==> src/rtl/vga_sync_if.sv <==
// vga_sync_if: raster timing bundle from the sync generator to the pixel generators and connector
interface vga_sync_if;
  logic        p_tick;
  logic [9:0]  pixel_x;
  logic [9:0]  pixel_y;
  logic        video_on;
  logic        hsync;
  logic        vsync;
  logic        frame_start;
  logic [15:0] frame_cnt;
  modport master (output p_tick, pixel_x, pixel_y, video_on, hsync, vsync, frame_start, frame_cnt);
  modport slave  (input  p_tick, pixel_x, pixel_y, video_on, hsync, vsync, frame_start, frame_cnt);
endinterface

==> src/rtl/vga_sync_gen.sv <==
// vga_sync_gen: VGA raster timing generator with registered syncs and coordinates; define VGA_SYNC_FRAME_CNT_EN to build the frame counter
module vga_sync_gen #(
  parameter int CLK_DIV   = 4,
  parameter int H_DISPLAY = 640,
  parameter int H_FRONT   = 16,
  parameter int H_SYNC    = 96,
  parameter int H_BACK    = 48,
  parameter int V_DISPLAY = 480,
  parameter int V_FRONT   = 10,
  parameter int V_SYNC    = 2,
  parameter int V_BACK    = 33
) (
  input  logic       clk,
  input  logic       rst_n,
  vga_sync_if.master vga
);
  localparam int H_TOTAL = H_DISPLAY + H_FRONT + H_SYNC + H_BACK;
  localparam int V_TOTAL = V_DISPLAY + V_FRONT + V_SYNC + V_BACK;
  localparam int DW = $clog2(CLK_DIV);
  localparam logic [DW-1:0] DIV_MAX = DW'(CLK_DIV - 1);
  localparam logic [9:0] X_MAX = 10'(H_TOTAL - 1);
  localparam logic [9:0] Y_MAX = 10'(V_TOTAL - 1);
  localparam logic [9:0] X_VIS = 10'(H_DISPLAY);
  localparam logic [9:0] Y_VIS = 10'(V_DISPLAY);
  localparam logic [9:0] HS_LO = 10'(H_DISPLAY + H_FRONT);
  localparam logic [9:0] HS_HI = 10'(H_DISPLAY + H_FRONT + H_SYNC);
  localparam logic [9:0] VS_LO = 10'(V_DISPLAY + V_FRONT);
  localparam logic [9:0] VS_HI = 10'(V_DISPLAY + V_FRONT + V_SYNC);
  logic          adv;
  logic [DW-1:0] div_q, div_d;
  logic [9:0]    x_q, x_d, y_q, y_d;
  logic          hsync_q, hsync_d, vsync_q, vsync_d, video_on_q, video_on_d;
  logic          p_tick_q, p_tick_d, frame_start_q, frame_start_d;
  // next counter state, with every output decoded from that next state so it lands with the counters
  always_comb begin
    adv = div_q == DIV_MAX;
    div_d = adv ? '0 : div_q + 1'b1;
    x_d = !adv ? x_q : (x_q == X_MAX ? '0 : x_q + 10'd1);
    y_d = !(adv && x_q == X_MAX) ? y_q : (y_q == Y_MAX ? '0 : y_q + 10'd1);
    hsync_d = !(x_d >= HS_LO && x_d < HS_HI);
    vsync_d = !(y_d >= VS_LO && y_d < VS_HI);
    video_on_d = x_d < X_VIS && y_d < Y_VIS;
    p_tick_d = adv;
    frame_start_d = adv && x_d == '0 && y_d == '0;
  end
  // timing state; reset parks the raster on the last pixel so the first advance lands on (0,0)
  always_ff @(posedge clk or negedge rst_n) begin
    if (!rst_n) begin
      div_q         <= '0;
      x_q           <= X_MAX;
      y_q           <= Y_MAX;
      hsync_q       <= 1'b1;
      vsync_q       <= 1'b1;
      video_on_q    <= 1'b0;
      p_tick_q      <= 1'b0;
      frame_start_q <= 1'b0;
    end else begin
      div_q         <= div_d;
      x_q           <= x_d;
      y_q           <= y_d;
      hsync_q       <= hsync_d;
      vsync_q       <= vsync_d;
      video_on_q    <= video_on_d;
      p_tick_q      <= p_tick_d;
      frame_start_q <= frame_start_d;
    end
  end
`ifdef VGA_SYNC_FRAME_CNT_EN
  logic [15:0] frame_cnt_q, frame_cnt_d;
  // count frames in step with frame_start so the new count shows alongside (0,0)
  always_comb frame_cnt_d = frame_start_d ? frame_cnt_q + 16'd1 : frame_cnt_q;
  // frame counter register
  always_ff @(posedge clk or negedge rst_n) begin
    if (!rst_n) frame_cnt_q <= '0;
    else frame_cnt_q <= frame_cnt_d;
  end
  assign vga.frame_cnt = frame_cnt_q;
`else
  assign vga.frame_cnt = '0;
`endif
  assign vga.p_tick      = p_tick_q;
  assign vga.pixel_x     = x_q;
  assign vga.pixel_y     = y_q;
  assign vga.video_on    = video_on_q;
  assign vga.hsync       = hsync_q;
  assign vga.vsync       = vsync_q;
  assign vga.frame_start = frame_start_q;
endmodule

==> src/flat_wrapper.sv <==
// flat-port wrapper written by rule: the top's interface ports become plain ports
module vga_sync_gen_flat 
#(
  parameter int CLK_DIV   = 4,
  parameter int H_DISPLAY = 640,
  parameter int H_FRONT   = 16,
  parameter int H_SYNC    = 96,
  parameter int H_BACK    = 48,
  parameter int V_DISPLAY = 480,
  parameter int V_FRONT   = 10,
  parameter int V_SYNC    = 2,
  parameter int V_BACK    = 33
)
  (clk, rst_n, vga_p_tick, vga_pixel_x, vga_pixel_y, vga_video_on, vga_hsync, vga_vsync, vga_frame_start, vga_frame_cnt);
  vga_sync_if vga_i ();
  input  logic clk;
  input  logic rst_n;
  output wire logic [$bits(vga_i.p_tick)-1:0] vga_p_tick;
  output wire logic [$bits(vga_i.pixel_x)-1:0] vga_pixel_x;
  output wire logic [$bits(vga_i.pixel_y)-1:0] vga_pixel_y;
  output wire logic [$bits(vga_i.video_on)-1:0] vga_video_on;
  output wire logic [$bits(vga_i.hsync)-1:0] vga_hsync;
  output wire logic [$bits(vga_i.vsync)-1:0] vga_vsync;
  output wire logic [$bits(vga_i.frame_start)-1:0] vga_frame_start;
  output wire logic [$bits(vga_i.frame_cnt)-1:0] vga_frame_cnt;
  assign vga_p_tick = vga_i.p_tick;
  assign vga_pixel_x = vga_i.pixel_x;
  assign vga_pixel_y = vga_i.pixel_y;
  assign vga_video_on = vga_i.video_on;
  assign vga_hsync = vga_i.hsync;
  assign vga_vsync = vga_i.vsync;
  assign vga_frame_start = vga_i.frame_start;
  assign vga_frame_cnt = vga_i.frame_cnt;
  vga_sync_gen #(.CLK_DIV(CLK_DIV), .H_DISPLAY(H_DISPLAY), .H_FRONT(H_FRONT), .H_SYNC(H_SYNC), .H_BACK(H_BACK), .V_DISPLAY(V_DISPLAY), .V_FRONT(V_FRONT), .V_SYNC(V_SYNC), .V_BACK(V_BACK)) u_core (.clk(clk), .rst_n(rst_n), .vga(vga_i));
endmodule
==> config.mk <==
export PLATFORM = sky130hd
export DESIGN_NAME = vga_sync_gen_flat
export DESIGN_NICKNAME = d
export VERILOG_FILES = /design/src/rtl/vga_sync_if.sv /design/src/rtl/vga_sync_gen.sv /design/src/flat_wrapper.sv
export SDC_FILE = /design/constraint.sdc
export NUM_CORES = 1
export LEC_CHECK = 0
export CORE_ASPECT_RATIO = 1.25
export CORE_UTILIZATION = 44
export DETAILED_ROUTE_END_ITERATION = 8
export PLACE_DENSITY = 0.76
export REMOVE_ABC_BUFFERS = 1
export SLEW_MARGIN = 15
export SYNTH_ARGS = -nofsm -noshare
export SYNTH_HDL_FRONTEND = slang
export SYNTH_SLANG_ARGS = --single-unit
export TNS_END_PERCENT = 30
==> constraint.sdc <==
create_clock -name clk -period 2.2 [get_ports clk]
set_input_delay 0.44 -clock clk [delete_from_list [all_inputs] [get_ports clk]]
set_output_delay 0.44 -clock clk [all_outputs]
set_load 0.1 [all_outputs]
Yosys cells after proc, flatten, opt, wreduce, memory -nomap -nowiden
Index checks and enable logic that the tools add are counted.
{ "word_totals": {"out_inout_bits": 41, "elab_cells": 35, "register_bits": 27} }
{ "op_classes": {"eq_ne": 3, "order_cmp": 6, "add_sub_neg": 3, "n_reduce_logical": 10, "mux": 5} }
{ "op_table": {"columns": ["operator", "count"], "rows": [
  ["two-way mux 10 bit", 4],
  ["adder 10 x 1 -> 10 bit, second input constant", 2],
  ["== test 10 bit, second input constant", 2],
  ["zero test 10 bit", 2],
  ["< comparator 10 bit, second input constant", 2],
  ["< comparator 10 x 9 -> 1 bit, second input constant", 2],
  ["greater-or-equal comparator 10 bit, second input constant", 1],
  ["greater-or-equal comparator 10 x 9 -> 1 bit, second input constant", 1],
  ["logical AND 1 bit", 6],
  ["adder 2 x 1 -> 2 bit, second input constant", 1],
  ["== test 2 bit, second input constant", 1],
  ["zero test 1 bit", 2],
  ["two-way mux 2 bit", 1]
]} }

Longest topological paths before layout
{ "depth": {"depth_word": 6, "depth_mapped": 9, "ltp_nobuf": 8} }

Least setup slack after synthesis
Ideal clock, no wire load.
{ "synth_path": {"path_type": "reg-to-reg", "start": "register u_core.x_q[0], in the netlist u_core.vga.pixel_x[0]", "end": "register u_core.vsync_q, in the netlist u_core.vga.vsync", "path_buffers": 1, "slack_ps": -575, "stages_incl_launch_ff": 9, "arrival_time_ps": 2687, "setup_time_ps": 88, "path_cell_list": "dfstp_2 ha_1 and4_1 and4_4 buf_6 nand4_1 xor2_1 and4b_1 or3b_1"} }
{ "synth_between": {"elab_chain_cells": 6} }
{ "synth_rtl": {"columns": ["item", "line_no", "source"], "rows": [
  ["start: declaration", "vga_sync_gen.sv:31", "logic [9:0] x_q, x_d, y_q, y_d;"],
  ["start signal: assignment", "vga_sync_gen.sv:50", "x_q <= X_MAX;"],
  ["start signal: assignment", "vga_sync_gen.sv:59", "x_q <= x_d;"],
  ["== test 10 bit (*)", "vga_sync_gen.sv:39", "y_d = !(adv && x_q == X_MAX) ? y_q : (y_q == Y_MAX ? '0 : y_q + 10'd1);"],
  ["logical AND 1 bit (*)", "vga_sync_gen.sv:39", null],
  ["two-way mux 10 bit (*)", "vga_sync_gen.sv:39", null],
  ["greater-or-equal comparator 10 x 9 -> 1 bit or < comparator 10 x 9 -> 1 bit (tied branches)", "vga_sync_gen.sv:41", "vsync_d = !(y_d >= VS_LO && y_d < VS_HI);"],
  ["logical AND 1 bit (*)", "vga_sync_gen.sv:41", null],
  ["zero test 1 bit (*)", "vga_sync_gen.sv:41", null],
  ["net u_core.vsync_d", "vga_sync_gen.sv:32", "logic hsync_q, hsync_d, vsync_q, vsync_d, video_on_q, video_on_d;"],
  ["end signal: assignment", "vga_sync_gen.sv:62", "vsync_q <= vsync_d;"],
  ["end: declaration", "vga_sync_gen.sv:32", null]
]} }
The timed path passes the listed nets; every way through them passes the cells marked *.

Worst setup path in the final report
{ "layout_path": {"start": "register u_core.x_q[0], in the netlist u_core.vga.pixel_x[0]", "end": "register u_core.frame_start_q, in the netlist u_core.vga.frame_start"} }
{ "layout_between": {"elab_chain_cells": 6} }
{ "layout_rtl": {"columns": ["item", "line_no", "source"], "rows": [
  ["adder 10 x 1 -> 10 bit or == test 10 bit (tied branches)", "vga_sync_gen.sv:38, vga_sync_gen.sv:39", null],
  ["two-way mux 10 bit (2 in a row)", "vga_sync_gen.sv:38", "x_d = !adv ? x_q : (x_q == X_MAX ? '0 : x_q + 10'd1);"],
  ["zero test 10 bit", "vga_sync_gen.sv:44", "frame_start_d = adv && x_d == '0 && y_d == '0;"],
  ["logical AND 1 bit", "vga_sync_gen.sv:44", null],
  ["logical AND 1 bit (*)", "vga_sync_gen.sv:44", null],
  ["net u_core.frame_start_d", "vga_sync_gen.sv:33", "logic p_tick_q, p_tick_d, frame_start_q, frame_start_d;"],
  ["end signal: assignment", "vga_sync_gen.sv:65", "frame_start_q <= frame_start_d;"],
  ["end: declaration", "vga_sync_gen.sv:33", null]
]} }
Marked as above.

==> metrics.txt <==
outcome finished with violations; failing checks DRC, setup timing; Hold Startpoint u_core.div_q[0]; Post-synth EDFFs 0; LEAKAGE 1.08 nW; # fillers 292; # port buffers 26; dpl cell area 0.00211 mm2; register area 691 um2; Final ANT Viol Nets 0; Clk pwr share 31.1%; layout cells sized above 1 41.1%; vias in the first global route 1,430; most common cell in the netlist buf_4; Die H 71.3 um; Die Width 57.4 um; Netlist Area Pre-Place 0.00169 mm2; register area share after synthesis 40.9%; Final Util 63.0%; row count 24; hold worst-path end u_core.div_q[0]; largest net degree at the start of global routing 28; commonest cells in the netlist buf_4, dfrtp_1, dfstp_2; final setup fails 2; Power, Total 0.000911 W; grt met1 use 23.6%; htree depth 1; Core Box Area 0.00357 mm2; CTS tree yes; Setup Skew 9.48 ps; Max-Cap Viols 0; CP endpoint kind register; most frequently used flop master after synthesis dfrtp_1; r2r endpoint u_core.vga.frame_start; Worst Path Arrival 2430 ps; clock slew at reported path FFs 100 ps; CP max stage delay 560 ps; async set or reset register ratio after synthesis 100%; total vias in the final route 1,478; Detailed Route Iter0 Violations 55; routing usage on met2 34.2%; worst hold path cell count 1; WL per Instance 14.7 um; Pre-antenna DRT Iters 6; Peak VDD IR 0.227 mV; combinational share of power 14.3%; Synth area leader dfrtp_1; slowest CP cell dfstp_2; minimum clock period 2250 ps; Switch Pwr 0.000284 W; gr usage total 19.6%; RSZ-0062 raised after global routing true; final worst setup slack -47.4 ps; Setup CP Type reg2reg; Multi-input gate area 915 um2; starting density of the core 47.3%; gpl congestion 0.903; Hold-fix buffers, CTS 0; Reg power frac 54.6%; Synth area leaders dfrtp_1, dfstp_2, buf_4; crit-path max FO 4; Netlist cell types 52; fin nets 238; register-to-register setup slack -50 ps; # diodes 0; flop and latch count out of synthesis 27; gr ovfl total 0; Worst-Skew Late Latency 280 ps; num ports 43; Slew Limit Fails 0; crit-path cells buf_4, nand4_1, buf_4, xor2_2, a31oi_1, nor4b_2, o2111ai_1, nor4_2; CP dominant cell by count buf_4; clk buf depth 2; root buffer cell clkbuf_8; area delta synth->final 33.2%; PwrDens 405 mW/mm2; die footprint 0.00410 mm2; HPWL after DPL 2860 um; top cell type's share of synthesized area 22.2%; top achievable clock speed 0.445 GHz; clock sinks 27; Req. time, crit path 2380 ps; final worst-path cycle share 102%; reg2reg path depth 8; Pint 0.000627 W; Yosys warnings 0; initial antenna violation count 0; busiest grt layer met2; final instance area 0.00225 mm2; Final Hold Viols 0; total CTS buffers 3; startpoint types register; first-pass GRT wire length 6290 um; HP Class reg2reg; Via-to-Cell Ratio 5.47; DRC Markers 6; final wirelength 3960 um; sw frac 31.2%; met3 Usage GRT 2.53%; cell count after synthesis 175; Avg Cell Area, Syn 9.66 um2; RR Startpoint u_core.vga.pixel_x[0]
==> critical path, delay by kind of cell (launching register included) <==
family | cells | cell delay (ps)
AOI/OAI and AO/OA | 2 | 320
xor gates and xnor gates | 1 | 150
buffers and inverters | 2 | 340
DFF | 1 | 560
and+or+nand+nor | 3 | 780
==> worst max path at each step <==
| stage | startpoint | end | slack [ps] |
|---|---|---|---|
| 6_report | u_core.vga.pixel_x[0] | u_core.vga.frame_start | -50 |
| 5_1_grt | u_core.div_q[0] | u_core.vga.frame_start | -240 |
| 4_1_cts | u_core.vga.pixel_x[0] | u_core.vga.vsync | 9 |
| 3_5_place_dp | u_core.vga.pixel_x[0] | u_core.vga.vsync | -40 |
| 3_3_place_gp | u_core.vga.pixel_x[0] | u_core.vga.vsync | 6 |
| 2_1_floorplan | u_core.vga.pixel_x[0] | u_core.vga.vsync | -580 |
==> kinds of logic after synthesis <==
logic type | count (synthesis) | synth area share [%]
multiplexers | 1 | 0.592
buffers and inverters | 35 | 13.0
flip-flops | 27 | 40.9
AND/OR/NAND/NOR | 63 | 22.8
XOR/XNOR | 14 | 7.70
adder cells (fa/ha/maj) | 4 | 2.96
other | 1 | 0.222
AO/OA/AOI/OAI | 30 | 11.9
==> power groups by stage <==
| stage | clock network, W | registers (W) | logic [W] |
|---|---|---|---|
| 2_1_floorplan | 0 | 0.000506 | 0.000118 |
| 3_5_place_dp | 0 | 0.000506 | 0.000131 |
| 3_3_place_gp | 0 | 0.000506 | 0.000130 |
| 6_report | 0.000284 | 0.000497 | 0.000130 |
| 5_1_grt | 0.000310 | 0.000497 | 0.000134 |
| 4_1_cts | 0.000295 | 0.000497 | 0.000131 |
==> area by class of cell <==
cell class / count / share of cell area [%]
well taps: 39 / 2.17
inverters: 9 / 1.50
repair buffers: 62 / 23.0
clock buffers: 3 / 1.83
clock inverters: 1 / 0.222
multi-input cells: 129 / 40.6
flip-flops and latches: 27 / 30.7
==> layer usage <==
layer,up-vias,part of all wire [%],routed length [um]
met5,-,0,0
met4,0,2.7,108
met3,11,3.9,155
met2,48,53,2110
met1,719,40,1590
li1,700,-,-
==> flip-flops by register name, indices dropped and copies added, names as in the netlist <==
| register | count |
|---|---|
| u_core.vga.pixel_x | 10 |
| u_core.div_q | 2 |
| u_core.vga.p_tick | 1 |
| u_core.vga.vsync | 1 |
| u_core.vga.pixel_y | 10 |
| u_core.vga.video_on | 1 |
| u_core.vga.frame_start | 1 |
| u_core.vga.hsync | 1 |
==> placed cells by master, fill, tap and decap left out, types with 2 or more instances in the layout <==
cell type   n
o21ai_0     7
buf_4      57
ha_1        3
dfstp_2    12
conb_1     16
nand4_1     6
or3_1       2
o2111ai_1   2
xor2_1      4
a31oi_1     3
nor3_1      2
nand2_1    11
clkbuf_8    3
a21oi_1     4
nor2b_1     2
dfrtp_1    15
and4_1      2
o211ai_1    2
and4_4      2
nand3_1     5
buf_12      4
nor3b_1     4
o31ai_1     2
xnor2_1     8
nor2_1      8
and3_1      3
inv_1       9
==> timing repair <==
| action | in CTS | in global routing |
|---|---|---|
| pin swaps | 4 | 3 |
| cloned | 1 | 0 |
| gates resized for setup | 2 | 10 |
| setup buffers | 2 | 1 |
| endpoints found under the setup margin | 1 | 3 |
==> stage by stage <==
step | std cells | setup slack [ps] | hold WS, ps | setup TNS [ps]
floorplan | 164 | -576 | 144 | -1830
global placement | 262 | 6.19 | 412 | 0
detailed placement | 262 | -41.5 | 419 | -41.5
CTS | 269 | 8.97 | 432 | 0
global route | 270 | -237 | 467 | -388
finish | 270 | -47.4 | 431 | -82.3
No activity file was read; power rests on OpenSTA's default activity.
